## src/rtl/bus_read_arbiter.sv

```systemverilog
// ============================================================================
// Module      : bus_read_arbiter
// Description : Arbitrates instruction and data read requesters onto one
//               memory read port. Optional macro: ARB_ROUND_ROBIN_EN.
// Revision    : 1.0 - initial release
// ============================================================================
`default_nettype none

`ifndef BUS_WIDTH
`define BUS_WIDTH 32
`endif

module bus_read_arbiter #(
    parameter int BUS_WIDTH = `BUS_WIDTH
) (
    input  logic                 clk,
    input  logic                 rst,

    input  logic                 ir_addr_valid,
    output logic                 ir_addr_ready,
    input  logic [BUS_WIDTH-1:0] ir_addr,
    output logic                 ir_data_valid,
    input  logic                 ir_data_ready,
    output logic [BUS_WIDTH-1:0] ir_data,

    input  logic                 dr_addr_valid,
    output logic                 dr_addr_ready,
    input  logic [BUS_WIDTH-1:0] dr_addr,
    output logic                 dr_data_valid,
    input  logic                 dr_data_ready,
    output logic [BUS_WIDTH-1:0] dr_data,

    output logic                 m_addr_valid,
    input  logic                 m_addr_ready,
    output logic [BUS_WIDTH-1:0] m_addr,
    input  logic                 m_data_valid,
    output logic                 m_data_ready,
    input  logic [BUS_WIDTH-1:0] m_data,

    output logic [1:0]           gnt
);

    typedef enum logic [1:0] {
        S_IDLE = 2'd0,
        S_ADDR = 2'd1,
        S_DATA = 2'd2
    } state_t;

    localparam logic [1:0] c_GNT_NONE  = 2'b00;
    localparam logic [1:0] c_GNT_INSTR = 2'b01;
    localparam logic [1:0] c_GNT_DATA  = 2'b10;

    state_t     state_q, state_d;
    logic [1:0] gnt_q, gnt_d;
    logic [1:0] pick;

    logic                 in_addr;
    logic                 in_data;
    logic                 sel_addr_valid;
    logic [BUS_WIDTH-1:0] sel_addr;
    logic                 sel_data_ready;

    assign in_addr = (state_q == S_ADDR);
    assign in_data = (state_q == S_DATA);

    // Selected requester's signals; zero when nothing is granted.
    assign sel_addr_valid = (gnt_q[0] & ir_addr_valid) | (gnt_q[1] & dr_addr_valid);
    assign sel_addr       = gnt_q[0] ? ir_addr : (gnt_q[1] ? dr_addr : '0);
    assign sel_data_ready = (gnt_q[0] & ir_data_ready) | (gnt_q[1] & dr_data_ready);

`ifdef ARB_ROUND_ROBIN_EN
    // last_q = 1 means the data requester was served last.
    logic last_q, last_d;

    assign last_d = (in_data && m_data_valid && sel_data_ready) ? gnt_q[1] : last_q;

    always_comb begin
        pick = c_GNT_NONE;
        if (ir_addr_valid && dr_addr_valid) begin
            pick = last_q ? c_GNT_INSTR : c_GNT_DATA;
        end else if (ir_addr_valid) begin
            pick = c_GNT_INSTR;
        end else if (dr_addr_valid) begin
            pick = c_GNT_DATA;
        end
    end
`else
    always_comb begin
        pick = c_GNT_NONE;
        if (ir_addr_valid) begin
            pick = c_GNT_INSTR;
        end else if (dr_addr_valid) begin
            pick = c_GNT_DATA;
        end
    end
`endif

    always_comb begin
        state_d = state_q;
        gnt_d   = gnt_q;
        case (state_q)
            S_IDLE: begin
                if (ir_addr_valid || dr_addr_valid) begin
                    state_d = S_ADDR;
                    gnt_d   = pick;
                end
            end
            S_ADDR: begin
                // A withdrawn request abandons the grant without touching memory.
                if (!sel_addr_valid) begin
                    state_d = S_IDLE;
                    gnt_d   = c_GNT_NONE;
                end else if (m_addr_ready) begin
                    state_d = S_DATA;
                end
            end
            S_DATA: begin
                if (m_data_valid && sel_data_ready) begin
                    state_d = S_IDLE;
                    gnt_d   = c_GNT_NONE;
                end
            end
            default: begin
                state_d = S_IDLE;
                gnt_d   = c_GNT_NONE;
            end
        endcase
    end

    always_ff @(posedge clk or negedge rst) begin
        if (!rst) begin
            state_q <= S_IDLE;
            gnt_q   <= c_GNT_NONE;
`ifdef ARB_ROUND_ROBIN_EN
            last_q  <= 1'b1;
`endif
        end else begin
            state_q <= state_d;
            gnt_q   <= gnt_d;
`ifdef ARB_ROUND_ROBIN_EN
            last_q  <= last_d;
`endif
        end
    end

    assign gnt = gnt_q;

    assign m_addr_valid  = in_addr & sel_addr_valid;
    assign m_addr        = in_addr ? sel_addr : '0;
    assign ir_addr_ready = in_addr & gnt_q[0] & m_addr_ready;
    assign dr_addr_ready = in_addr & gnt_q[1] & m_addr_ready;

    assign m_data_ready  = in_data & sel_data_ready;
    assign ir_data_valid = in_data & gnt_q[0] & m_data_valid;
    assign dr_data_valid = in_data & gnt_q[1] & m_data_valid;
    assign ir_data       = (in_data && gnt_q[0]) ? m_data : '0;
    assign dr_data       = (in_data && gnt_q[1]) ? m_data : '0;

endmodule

`default_nettype wire

```

## config.mk

```make
export PLATFORM = sky130hd
export DESIGN_NAME = bus_read_arbiter
export DESIGN_NICKNAME = d
export VERILOG_FILES = /design/src/rtl/bus_read_arbiter.sv
export SDC_FILE = /design/constraint.sdc
export NUM_CORES = 1
export LEC_CHECK = 0
export CAP_MARGIN = 5
export CELL_PAD_IN_SITES_DETAIL_PLACEMENT = 0
export CELL_PAD_IN_SITES_GLOBAL_PLACEMENT = 2
export CORE_ASPECT_RATIO = 2
export CORE_MARGIN = 8
export CORE_UTILIZATION = 10
export CTS_CLUSTER_DIAMETER = 150
export DETAILED_ROUTE_END_ITERATION = 6
export GPL_ROUTABILITY_DRIVEN = 0
export PLACE_DENSITY_LB_ADDON = 0.1
export SYNTH_ARGS = -nofsm -noshare
export SYNTH_HDL_FRONTEND = slang
export SYNTH_SLANG_ARGS = --single-unit
```

## constraint.sdc

```tcl
create_clock -name clk -period 3.5 [get_ports clk]
set_clock_uncertainty 0.1 [all_clocks]
set_input_delay 1.05 -clock clk [delete_from_list [all_inputs] [get_ports clk]]
set_output_delay 1.05 -clock clk [all_outputs]
set_load 0.05 [all_outputs]
```

; Yosys cells after proc, flatten, opt, wreduce, memory -nomap -nowiden
; Cells that the tools add are included.
[classes]
eq_ne = 6
muxes = 15
bitwise = 16
reduce_logical = 7
[op_table]
columns = op, n
row1 = two-way mux 32 bit, 5
row2 = two-way mux 2 bit, 8
row3 = AND 1 bit, 14
row4 = case mux 2 bit (3 select lines), 2
row5 = AND reduction 3 bit, 2
row6 = inequality test 2 bit (second input constant), 2
row7 = logical AND 1 bit, 3
row8 = inequality test 3 bit (second input constant), 1
row9 = == test 2 x 1 -> 1 bit (second input constant), 1
row10 = == test 2 bit (second input constant), 1
row11 = zero test 2 bit, 1
row12 = inequality test 2 x 1 -> 1 bit (second input constant), 1
row13 = OR 1 bit, 2
row14 = logical OR 1 bit, 1
[totals]
regBits = 4
input_bits = 104
output_inout_bits = 104
elab_cells = 46

; Depth between registers and ports, before layout
[logic_depth]
ltp_word = 5
ltp_mapped = 6
mapped_depth_nobuf = 3

; Worst setup path before layout
; Ideal clock, no wire load.
[synth_path]
kind = input to output
from = input ir_data_ready
to = output m_data_ready
arrival_time_ps = 2359
required_ps = 2350
setup_slack_ps = -9
stages = 2
path_buffers = 0
path_cell_list = a22oi_1 -> nor3b_1
[synth_between]
elab_chain_len = 3
[synth_rtl]
columns = item, line
row1 = start: declaration, 23  ; input logic ir_data_ready,
row2 = AND 1 bit, 69  ; assign sel_data_ready = (gnt_q[0] & ir_data_ready) | (gnt_q[1] & dr_data_ready);
row3 = OR 1 bit, 69
row4 = AND 1 bit, 153  ; assign m_data_ready = in_data & sel_data_ready;
row5 = end: declaration, 37  ; output logic m_data_ready,
; Every way passes these cells.

; Worst setup path after layout
; Ends and elaborated chain as after synthesis.

==> impl_results.md <==
* Worst VDD drop at 0.289 mV
* Residual DRC at 0
* I/O pin cnt at 208
* Critical Path End Type: output port
* Area growth syn-to-layout at 280%
* Final Cycle Share at 0.941
* Worst-Margin Slew at 0.519 ns
* Area leader, netlist: and2_1
* Starting Density at 0.102
* Yosys warns at 0
* Maxcap violations at 0
* Slew headroom at 0.654
* Initial drt markers at 24
* Crit Path Category: in2out
* N_diodes at 0
* Port Buf Inserts at 207
* Adder-cell share of the synthesized area at 0
* Syn nets at 251
* Worst-path cell chain: clkdlybuf4s50_1, a22oi_1, nor3b_2, buf_12
* Register area share after synthesis at 0.0867
* Iteration count of the initial detailed-routing pass at 4
* Chip width at 92.0 microns
* Complex-gate fraction of the synthesized area at 0.322
* Clock Pin Slew Worst Setup and Hold Paths at 0.03 ns
* Async set-reset flop share out of synthesis at 1.00
* Non-filler instance count after layout at 487
* Post-CTS resize count at 0
* Vias in the first global route at 2252
* Slew Viols, Final at 0
* Combinational group share of total power at 0.861
* Avg Cell Area, Syn at 7.86 sq um
* Setup_tns at 0 ns
* Status: finished, final reports clean
* GRT Util Overall at 0.114
* Net Switching at 1.11 mW
* PnR worst setup slack at 0.206 ns
* Nets at 451
* Post-Place Cells at 484
* Most frequent cells in the layout: 105 x clkdlybuf4s50_1, 102 x buf_12, 66 x and2_1
* Largest family of logic cells by synthesized area: simple AND/OR/NAND/NOR gates
* HPWL Detailed at 8110 microns
* Via count at 1988
* H-tree levels at 1
* Avg WL per Cell at 18.8 microns
* Post-CTS Setup Bufs at 0
* Synth cell types at 31
* Period minus WS final at 3.29 ns
* Core area at 11300 sq um
* # setup viols final at 0
* Dominant cells by area after synthesis: and2_1 36%, a22o_1 24%, dfrtp_1 8.7%
* Die Y-Extent at 168 microns
* Grt ovf at 0
* Row cnt at 55
* Mux cell area share after synthesis at 0
* Vias/cell at 4.08
* Worst Path Arrival at 2.14 ns
* Sw frac at 0.498
* Initial antenna violation count at 0
* Int Pwr at 1.12 mW
* Setup WS pre-CTS at 0.231 ns
* Die ar. at 15500 sq um
* First-pass GRT wire length at 13900 microns
* RSZ-0062 raised after global routing: false
* Num CTS Buffers at 3
* #FFs+latches synth at 4
* Pwr Density at 506 nW/um^2
* Number of cells produced by synthesis at 147
* Commonest non-fill, non-tap cell in the layout: clkdlybuf4s50_1
* Post-synth EDFFs at 0
* CTS tree: done
* Main flop type after synthesis: dfrtp_1
* Clk sink count at 4
* Worst hold slack at 0.607 ns
* CP max-delay cell: clkdlybuf4s50_1
* Max FO, Critical Path at 4
* Post-DRT Antenna Nets at 0
* Startpoint Class: input pin
* CP max stage delay at 0.46 ns
* Synth top area share at 0.358
* Reg power frac at 0.059
* Root Buffer: clkbuf_16
* Hold Buf Count CTS at 0
* Max clock buf depth at 2
* FMAX at 304 MHz
* Synth Area in Simple Gates at 0.467
* Share of layout cells above drive strength 1 at 0.330
* Hold Crit Class: reg2reg
* XOR/XNOR share of the synthesized area at 0
* Routed wire length at 9170 microns
* Synth Cell Area at 1150 sq um
* Clock Power Share at 0.080
* Lkg Pwr at 1.77 nW
* Final hold viol count at 0
* Req. time, crit path at 2.35 ns
* Clk Latency, worst-skew pair at 0.22 ns
* Largest net degree at the start of global routing at 35
## flip-flops by register name, indices dropped and copies added (netlist names)
| signal | flops |
|---|---|
| gnt | 2 |
| state_q | 2 |
## worst max-delay path, delay by kind of cell
family	cells	cell delay [ns]
buf+inv	2	0.64
simple gates	1	0.31
compound gates	1	0.14
## logic make-up (layout without fill, tap and decap cells)
logic type / Yosys count / after routing
AO/OA/AOI/OAI: 45 / 45
AND/OR/NAND/NOR: 81 / 81
buffers and inverters: 17 / 215
flip-flops: 4 / 4
## power groups by stage
stage	clock [mW]	combinational, mW	sequential, mW
after floorplan	0	0.992	0.133
after global placement	0	1.94	0.134
after detailed placement	0	1.94	0.130
after CTS	0.178	1.94	0.129
after global routing	0.184	2.00	0.134
final	0.178	1.92	0.130
## final timing paths
check,startpoint,endpoint,slack (ns),depth (start not counted)
min reg2reg,state_q[1]$_DFFE_PN0P_,state_q[0]$_DFFE_PN0P_,0.61,1
max in group asynchronous,rst,gnt[1]$_DFFE_PN0P_,2.18,1
min in group asynchronous,rst,gnt[0]$_DFFE_PN0P_,0.94,1
max,ir_data_ready,m_data_ready,0.21,4
max reg2reg,state_q[1]$_DFFE_PN0P_,gnt[1]$_DFFE_PN0P_,1.77,3
min,state_q[1]$_DFFE_PN0P_,state_q[0]$_DFFE_PN0P_,0.61,1
## synth_stat cells (2+ instances only)
| cell type | number |
|---|---|
| a22oi_1 | 2 |
| o21ai_0 | 3 |
| clkbuf_1 | 3 |
| buf_2 | 4 |
| buf_8 | 4 |
| a22o_1 | 32 |
| inv_1 | 2 |
| and2_1 | 66 |
| dfrtp_1 | 4 |
| buf_6 | 4 |
| nor2_1 | 2 |
| and3_1 | 2 |
## layer usage
metal	wire length, microns	track usage
met1	3250	0.112
met2	4300	0.196
met3	1570	0.0766
met4	55	0.0191
met5	0	0
## area by class of cell
class / count / area (sq um)
clock buffer: 3 / 75.1
fill: 1112 / 6890
inverter: 2 / 7.51
multi-input combinational: 126 / 916
sequential: 4 / 100
tap: 142 / 178
timing repair buffer: 210 / 3120
## stage by stage
step / cell area [sq um] / utilization / total power, mW
after detailed placement: 4320 / 0.382 / 2.07
after global routing: 4390 / 0.389 / 2.32
after global placement: 4320 / 0.382 / 2.08
final: 4390 / 0.389 / 2.22
after floorplan: 1160 / - / 1.12
after CTS: 4390 / 0.389 / 2.25
Note: power is estimated with default switching activity, not from simulation.
